## src/rtl/reg_univ.sv

```systemverilog
// Universal WIDTH-bit register: hold/load/shift/rotate/clear plus multi-cycle rotate-left-by-N.
// Optional registered parity output enabled by defining REG_UNIV_PARITY_EN.
module reg_univ #(
  parameter int              WIDTH   = 8,
  parameter int              AW      = 3,
  parameter logic [WIDTH-1:0] RST_VAL = {WIDTH{1'b0}}
) (
  input  logic             clk,
  input  logic             rst_n,
  input  logic             en,
  input  logic [2:0]       mode,
  input  logic [WIDTH-1:0] din,
  input  logic             sin_l,
  input  logic             sin_r,
  input  logic [AW-1:0]    amt,
  output logic [WIDTH-1:0] q,
  output logic             sout_l,
  output logic             sout_r,
  output logic             busy,
  output logic             done
`ifdef REG_UNIV_PARITY_EN
  ,
  output logic             parity
`endif
);

  typedef enum logic [0:0] {
    S_IDLE = 1'b0,
    S_RUN  = 1'b1
  } state_t;

  localparam logic [AW-1:0] CNT_MAX = AW'(WIDTH - 1);

  function automatic logic calc_parity(input logic [WIDTH-1:0] v);
    return ^v;
  endfunction

  state_t           state_q, state_d;
  logic [WIDTH-1:0] data_q, data_d;
  logic [AW-1:0]    cnt_q, cnt_d;
  logic             busy_q, busy_d;
  logic             done_q, done_d;

  // Next-state and datapath decode
  always_comb begin
    state_d = state_q;
    data_d  = data_q;
    cnt_d   = cnt_q;
    busy_d  = busy_q;
    done_d  = 1'b0;
    case (state_q)
      S_IDLE: begin
        if (en) begin
          case (mode)
            3'b000: data_d = data_q;
            3'b001: data_d = din;
            3'b010: data_d = {data_q[WIDTH-2:0], sin_r};
            3'b011: data_d = {sin_l, data_q[WIDTH-1:1]};
            3'b100: data_d = {data_q[WIDTH-2:0], data_q[WIDTH-1]};
            3'b101: data_d = {data_q[0], data_q[WIDTH-1:1]};
            3'b110: data_d = RST_VAL;
            3'b111: begin
              // Out-of-range counts saturate to a full rotation minus one
              state_d = S_RUN;
              busy_d  = 1'b1;
              if (int'(amt) > (WIDTH - 1)) begin
                cnt_d = CNT_MAX;
              end else begin
                cnt_d = amt;
              end
            end
            default: data_d = data_q;
          endcase
        end else begin
          data_d = data_q;
        end
      end
      S_RUN: begin
        if (cnt_q != {AW{1'b0}}) begin
          data_d = {data_q[WIDTH-2:0], data_q[WIDTH-1]};
          cnt_d  = cnt_q - AW'(1'b1);
        end else begin
          state_d = S_IDLE;
          busy_d  = 1'b0;
          done_d  = 1'b1;
        end
      end
      default: begin
        state_d = S_IDLE;
        busy_d  = 1'b0;
        cnt_d   = {AW{1'b0}};
      end
    endcase
  end

  // State and output registers with synchronous reset
  always_ff @(posedge clk) begin
    if (!rst_n) begin
      state_q <= S_IDLE;
      data_q  <= RST_VAL;
      cnt_q   <= {AW{1'b0}};
      busy_q  <= 1'b0;
      done_q  <= 1'b0;
    end else begin
      state_q <= state_d;
      data_q  <= data_d;
      cnt_q   <= cnt_d;
      busy_q  <= busy_d;
      done_q  <= done_d;
    end
  end

  assign q      = data_q;
  assign sout_l = data_q[WIDTH-1];
  assign sout_r = data_q[0];
  assign busy   = busy_q;
  assign done   = done_q;

`ifdef REG_UNIV_PARITY_EN
  logic parity_q;

  // Parity taken from next-q so it lines up with q
  always_ff @(posedge clk) begin
    if (!rst_n) begin
      parity_q <= calc_parity(RST_VAL);
    end else begin
      parity_q <= calc_parity(data_d);
    end
  end

  assign parity = parity_q;
`endif

endmodule

```

## config.mk

```make
export PLATFORM = sky130hd
export DESIGN_NAME = reg_univ
export DESIGN_NICKNAME = d
export VERILOG_FILES = /design/src/rtl/reg_univ.sv
export SDC_FILE = /design/constraint.sdc
export NUM_CORES = 1
export LEC_CHECK = 0
export ABC_AREA = 0
export BUFFER_PORTS_ARGS = -buffer_cell sky130_fd_sc_hd__clkbuf_2
export CAP_MARGIN = 10
export CORE_ASPECT_RATIO = 0.7
export CORE_MARGIN = 5
export CORE_UTILIZATION = 50
export DETAILED_ROUTE_END_ITERATION = 8
export GPL_ROUTABILITY_DRIVEN = 0
export PLACE_DENSITY = 0.84
export SLEW_MARGIN = 20
export SYNTH_ARGS = -nofsm -noshare
export SYNTH_HDL_FRONTEND = slang
export SYNTH_SLANG_ARGS = --single-unit
```

## constraint.sdc

```tcl
create_clock -name clk -period 2 [get_ports clk]
set_input_delay 0.2 -clock clk [delete_from_list [all_inputs] [get_ports clk]]
set_output_delay 0.2 -clock clk [all_outputs]
set_load 0.05 [all_outputs]
```

Yosys cells after proc, flatten, opt, wreduce, memory -nomap -nowiden. Index checks and enable logic that the tools add are counted.

Register bits after elaboration: 14. Input bits: 19. Output and inout port bits: 12. Logic and storage cells: 41.

Multiplexer cells: 17. Reductions and logical operators: 5. Add/sub/neg operators: 1. Equal/unequal tests: 12. Bitwise logic cells: 1.

Operators by type and width (count): one-hot mux 8 bit (6 select lines) (1); 2-to-1 mux 8 bit (2); one-hot mux 8 bit (2 select lines) (1); equality test 3 bit (second input constant) (4); 2-to-1 mux 3 bit (3); AND reduction 3 bit (3); 2-to-1 mux 1 bit (7); inequality test 7 x 1 -> 1 bit (second input constant) (1); equality test 3 x 2 -> 1 bit (second input constant) (2); one-hot mux 3 bit (2 select lines) (1); inequality test 2 x 1 -> 1 bit (second input constant) (2); inequality test 2 bit (second input constant) (2); one-hot mux 1 bit (2 select lines) (2); equality test 3 x 1 -> 1 bit (second input constant) (1); nonzero test 3 bit (1); subtractor 3 x 1 -> 3 bit (second input constant) (1); AND reduction 2 bit (1); inverter 1 bit (1).

Longest topological paths before layout. Gate-level depths: netlist of the first run.

Depth in word-level cells: 4. Gate-level depth with buffers: 7. Depth with buffers taken out: 6.

Worst setup path before layout of the first run. No wires, ideal clock.

Path type: register to register. From: register cnt_q[0]. To: register data_q[0] (netlist: q[0]). Path slack: 0.366 ns. Arrival: 1.512 ns. Library setup time: 0.122 ns. Cell stages (with the launch flop): 8. Cell sequence: dfxtp_1 > inv_1 > ha_1 > and3b_1 > clkbuf_1 > or2_1 > buf_6 > o311a_1.

Longest elaborated chain between the ends: 3.

RTL lines: from (decl) (RTL line 40) `logic [AW-1:0] cnt_q, cnt_d;`; from (signal assigned) (RTL line 101) `cnt_q <= {AW{1'b0}};`; from (signal assigned) (RTL line 107) `cnt_q <= cnt_d;`; nonzero test 3 bit (RTL line 79) `if (cnt_q != {AW{1'b0}}) begin`; inequality test 2 x 1 -> 1 bit (no line); AND reduction 3 bit (no line); to (signal assigned) (RTL line 106) `data_q <= data_d;`; to (decl) (RTL line 39) `logic [WIDTH-1:0] data_q, data_d;`.

Every way passes these cells. A chain may end at the register's enable or synchronous reset.

Final worst setup path of the first run.
From: register state_q. To: register cnt_q[2].

Longest elaborated chain between the ends: 3. Elaborated cells between the ends (all ways): 6.

RTL lines: from (decl) (RTL line 38) `state_t state_q, state_d;`; from (signal assigned) (RTL line 105) `state_q <= state_d;`; inverter 1 bit; inequality test 2 x 1 -> 1 bit (no line) or inequality test 2 bit (tied branches); AND reduction 3 bit (no line).

Several ways; a longest one is shown, not always the timed one.

==> impl_metrics.toml, run 1 <==
[run_status]
status = "complete, no violations"

[cts]
cts_htree_levels = 1
clockBufferDepth = 2
numClockSinks = 14
holdBufCountCts = 0
worstSkewPairLatency_ps = 290
cts-resized-gates = 0
root_buffer = "clkbuf_4"
path_clk_slew_ps = 80
post_cts_buffers = 0
tritoncts = "yes"
numCtsBuffers = 3

[grt]
grt_max_degree = 22
grt_pass1_vias = 1036
met3_usage = 0.0634
globalRouteOverflowTotal = 0
grt_util_all_layers = 0.208
grtUsageMet1 = 0.266
busiest_layer = "met2"
use_met2 = 0.343
grt_pass1_wl_um = 4890
antenna_found_initial = 0

[sta]
fin_crit_sh = 0.874
max_freq_mhz = 572
setup_ws_ps = 253
finClkSkew_ps = 1.29
drv_slew = 0
period_needed_ps = 1750
hold_violations = 0
rsz0062_at_grt = "false"
worst_slew_pin_slew_ps = 641
setup_violations = 0
tns_ps = 0
relSlewSlack = 0.572

[routing]
routed_wl_um = 2800
wl_per_cell_um = 16.8
drt-initial-drc-count = 85
ant_nets = 0
first_pass_iters = 4
vias = 1067
drcViolationCount = 0
via_per_inst = 6.39

[hold_path]
hold_path_class = "in -> reg"
min_to = "cnt_q[0]$_SDFFE_PN0P_"
hold_depth = 3
holdCritStartpoint = "amt[0]"

[logic_synthesis]
synth_area_um2 = 1030
yosys.area.top_type = "dfxtp_1"
yosysSeqAreaShare = 0.272
ys_ff_latch = 14
ys_types = 39
synth_area_leaders = "dfxtp_1 (27%), mux2i_1 (5.8%), o21ai_0 (5.3%)"
avgSynthCellArea_um2 = 8.30
yosysTopAreaCellShare = 0.272
syn_nets = 145
syn_inst = 124
synth_warnings = 0

[finish]
area_growth_pct = 14.2
final_common_cell = "clkbuf_2"
multi_input_area_um2 = 656
mostFrequentLayoutCells = "clkbuf_2 (30), dfxtp_1 (14), o21ai_0 (11)"
seqCellArea_um2 = 280
fillers = 175
final_net_count = 167
layout-drive-gt1-share = 0.269
fin_cells = 167
n_antenna_cell = 0

[die]
initial_core_util = 0.541
dieArea_um2 = 3080
core_area_um2 = 1900
io-pin-count = 31
rows = 13
dieWidth_um = 64.2
die_y_um = 48.0

[worst_setup_path]
crit_family = "flip-flops"
critical_path.endpoint_type = "flip-flop"
critPathMaxStageDelay_ps = 740
required_ps = 2220
reg2reg_from = "state_q$_SDFF_PN0_"
critical_path_class = "reg -> reg"
cp_slowest_cell = "dfxtp_1"
rrSetupSlack_ps = 250
cp_max_fo = 17
cp.arrival_ps = 1960
crit_chain = "inv_1 > nor4b_1 > a21oi_1 > a21boi_0"
rr_endpoint = "cnt_q[2]$_SDFFE_PN0P_"
ff2ff_path_depth = 4
start_kind = "flip-flop"
crit_buf_inv = 1

[place]
port_buffers = 30
dpl.hpwl_um = 2090
post-place-ws_ps = 225
place_inst = 163

[pwr]
p_per_area_nw_per_um2 = 618
leakagePower_uw = 0.000496
ir_drop_v = 0.000404
p_total_uw = 727

[job]
drv_cap = 0
==> power by group <==
part | leakage (uW) | internal [uW] | switching, uW
clock network | 0.0000210 | 111 | 94.8
logic | 0.000361 | 67.9 | 137
registers | 0.000114 | 294 | 22.2
total | 0.000496 | 473 | 254
==> worst max path at each step <==
stage | from | slack [ps] | endpoint | depth (start not counted)
detailed placement | mode[0] | 230 | q[6]$_SDFFE_PN0P_ | 6
CTS | state_q$_SDFF_PN0_ | 250 | cnt_q[2]$_SDFFE_PN0P_ | 4
finish | state_q$_SDFF_PN0_ | 250 | cnt_q[2]$_SDFFE_PN0P_ | 4
floorplan | cnt_q[0]$_SDFFE_PN0P_ | 370 | q[0]$_SDFFE_PN0P_ | 7
global route | state_q$_SDFF_PN0_ | 50 | cnt_q[2]$_SDFFE_PN0P_ | 4
global placement | mode[0] | 320 | q[5]$_SDFFE_PN0P_ | 6
==> synthesized netlist by cell type <==
cell type and count:
dfxtp_1 14, o21ai_0 11, a21oi_1 8, clkbuf_1 8
o211ai_1 7, a2111oi_0 6, and3_1 6, mux2i_1 6
o31ai_1 6, nand2_1 4, nor2_1 4, and2_1 3
buf_2 3, inv_1 3, nand3_1 3, a21boi_0 2
a31oi_1 2, buf_4 2, buf_6 2, ha_1 2
nand2b_1 2, nor3b_1 2, nor4b_1 2, a2111o_1 1
a21o_1 1, a31oi_4 1, a32o_1 1, a41oi_1 1
and3b_1 1, mux2_2 1, nand3b_1 1, nand4_1 1
nor3_1 1, o21bai_1 1, o2bb2a_1 1, o311a_1 1
or2_1 1, or3_4 1, xor2_1 1
==> cell type report <==
class | instances | share of cell area
timing repair buffer | 32 | 0.140
sequential | 14 | 0.238
clock buffer | 4 | 0.0309
inverter | 3 | 0.00957
tap | 22 | 0.0234
multi-input combinational | 92 | 0.557
==> state kept, by name, summed over array words and instances, names as in the netlist <==
name,flops
q,8
cnt_q,3
busy,1
done,1
state_q,1
==> worst register-to-register path: cells and delay by family, from the launching register on <==
kind	cells	cell delay, ps
flip-flops	1	740
AND/OR/NAND/NOR	1	370
buffers and inverters	1	340
AO/OA/AOI/OAI	2	240
==> metal layers <==
metal	routed length (um)	part of all wire
met1	1340	0.48
met3	185	0.066
met4	56	0.020
met2	1220	0.44
met5	0	0
==> logic make-up (layout without fill, tap and decap cells) <==
family | after synthesis | in the layout | synth area share
AO/OA/AOI/OAI | 50 | 50 | 0.349
XOR/XNOR | 1 | 1 | 0.00851
adder cells (fa/ha/maj) | 2 | 2 | 0.0243
buffers and inverters | 18 | 39 | 0.0911
flip-flops | 14 | 14 | 0.272
multiplexers | 7 | 7 | 0.0693
AND/OR/NAND/NOR | 32 | 32 | 0.186
==> stage by stage <==
step / hold WS (ps) / util / area [um2]
finish: 228 / 0.618 / 1180
global route: 254 / 0.618 / 1180
CTS: 220 / 0.618 / 1180
detailed placement: 498 / 0.599 / 1140
global placement: 471 / 0.599 / 1140
floorplan: 405 / - / 1030
(Power assumes the default switching activity.)
==> run 2, diff against run 1 <==
--- a/config.mk
+++ b/config.mk
@@ -10,10 +10,10 @@
 export CAP_MARGIN = 10
 export CORE_ASPECT_RATIO = 0.7
 export CORE_MARGIN = 5
-export CORE_UTILIZATION = 50
+export CORE_UTILIZATION = 45
 export DETAILED_ROUTE_END_ITERATION = 8
 export GPL_ROUTABILITY_DRIVEN = 0
-export PLACE_DENSITY = 0.84
+export PLACE_DENSITY = 0.8
 export SLEW_MARGIN = 20
 export SYNTH_ARGS = -nofsm -noshare
 export SYNTH_HDL_FRONTEND = slang
==> constraint.sdc (replaced) <==
create_clock -name clk -period 1.6 [get_ports clk]
set_input_delay 0.16 -clock clk [delete_from_list [all_inputs] [get_ports clk]]
set_output_delay 0.16 -clock clk [all_outputs]
set_load 0.05 [all_outputs]
==> run 2 against run 1 <==
Against the previous run:
- utilization fell by 5.1 points
- maximum frequency up 15%
- first-iteration DRC count fell by 8.2%
- critical path depth is the same
- combinational power increased by 33%
==> impl_metrics.toml, run 2 (synthesis gave the netlist of run 1 again) <==
[worst_setup_path]
crit_family = "flip-flops"
crit_buf_inv = 1
critical_path_class = "reg -> reg"
critical_path.endpoint_type = "flip-flop"
ff2ff_path_depth = 4
rr_endpoint = "cnt_q[2]$_SDFFE_PN0P_"
cp.arrival_ps = 1730
crit_chain = "inv_1 > nor4b_1 > a21oi_1 > a21boi_0"
critPathMaxStageDelay_ps = 580
reg2reg_from = "state_q$_SDFF_PN0_"
cp_slowest_cell = "dfxtp_1"
rrSetupSlack_ps = 80
required_ps = 1800
start_kind = "flip-flop"
cp_max_fo = 11

[grt]
grt_util_all_layers = 0.185
met3_usage = 0.0614
antenna_found_initial = 0
grt_max_degree = 22
busiest_layer = "met2"
grtUsageMet1 = 0.256
use_met2 = 0.268
grt_pass1_wl_um = 4850
globalRouteOverflowTotal = 0
grt_pass1_vias = 1059

[sta]
rsz0062_at_grt = "false"
max_freq_mhz = 656
hold_violations = 0
fin_crit_sh = 0.953
relSlewSlack = 0.643
period_needed_ps = 1520
finClkSkew_ps = 1.42
tns_ps = 0
drv_slew = 0
worst_slew_pin_slew_ps = 521
setup_violations = 0

[finish]
mostFrequentLayoutCells = "clkbuf_2 (30), dfxtp_1 (14), o21ai_0 (11)"
area_growth_pct = 19.6
largest_reg_flops = 8
n_antenna_cell = 0
final_common_cell = "clkbuf_2"
final_cell_area_um2 = 1230
final_net_count = 172
fin_cells = 182
fillers = 209
fin_util = 0.567
layout-drive-gt1-share = 0.307

[die]
io-pin-count = 31
die_y_um = 50.0
dieWidth_um = 67.2
initial_core_util = 0.474
core_area_um2 = 2170
rows = 14
dieArea_um2 = 3360

[place]
port_buffers = 30
place_inst = 178
dpl_cell_area_um2 = 1190
dpl.hpwl_um = 2150

[cts]
numClockSinks = 14
worstSkewPairLatency_ps = 270
clockBufferDepth = 2
path_clk_slew_ps = 80
root_buffer = "clkbuf_4"
numCtsBuffers = 3
cts_htree_levels = 1
tritoncts = "yes"

[hold_path]
hold_path_class = "in -> reg"
holdCritStartpoint = "amt[2]"
min_to = "cnt_q[2]$_SDFFE_PN0P_"
hold_depth = 3

[pwr]
leakagePower_uw = 0.000519
p_per_area_nw_per_um2 = 742
ir_drop_v = 0.000312

[routing]
routed_wl_um = 2820
via_per_inst = 5.97
drt-initial-drc-count = 78
first_pass_iters = 6
vias = 1086
wl_per_cell_um = 15.5
drcViolationCount = 0
ant_nets = 0

[job]
drv_cap = 0

[run_status]
status = "complete, no violations"
[run 2: routing by layer]
metal,share of wire,routed length [um]
met4,0,0
met3,0.070,197
met2,0.46,1290
met1,0.47,1330
met5,0,0
[run 2: report_power, final]
group	internal, uW	switching (uW)	total (uW)
logic	95.5	177	272
clock network	138	111	249
registers	367	25.0	392
[run 2: worst max path at each step]
stage	start	slack [ps]	depth (start not counted)	endpoint
final	state_q$_SDFF_PN0_	80	4	cnt_q[2]$_SDFFE_PN0P_
after CTS	cnt_q[0]$_SDFFE_PN0P_	50	5	q[0]$_SDFFE_PN0P_
after detailed placement	mode[0]	40	6	q[1]$_SDFFE_PN0P_
after floorplan	cnt_q[0]$_SDFFE_PN0P_	10	7	q[0]$_SDFFE_PN0P_
after global routing	state_q$_SDFF_PN0_	4	4	q[7]$_SDFFE_PN0P_
after global placement	mode[0]	80	6	q[1]$_SDFFE_PN0P_
[run 2: area by class of cell]
cell class | instances | area, um2 | share of cell area
Sequential cell | 14 | 280 | 0.228
Inverter | 3 | 11.3 | 0.00915
Timing Repair Buffer | 37 | 203 | 0.165
Tap cell | 32 | 40.0 | 0.0325
Multi-Input combinational cell | 92 | 661 | 0.537
Clock buffer | 4 | 36.3 | 0.0295
[run 2: timing repair]
item / in CTS / in global routing
resized for setup: 0 / 1
setup endpoints to repair: 0 / 1
buffers inserted: 0 / 0
hold buffers: 0 / 0
[run 2: worst reg2reg max path: cells and delay by family, from the launching register on]
family | cells | cell delay, ps
DFF | 1 | 580
and+or+nand+nor | 1 | 380
buffers and inverters | 1 | 270
AOI/OAI and AO/OA | 2 | 230
[run 2: stage by stage]
stage | hold slack, ps | total power, uW | worst slack [ps]
after detailed placement | 476 | 668 | 43.8
after global placement | 465 | 658 | 78.8
after global routing | 171 | 981 | 3.67
final | 190 | 914 | 75.2
after CTS | 177 | 919 | 50.2
after floorplan | 365 | 594 | 12.6
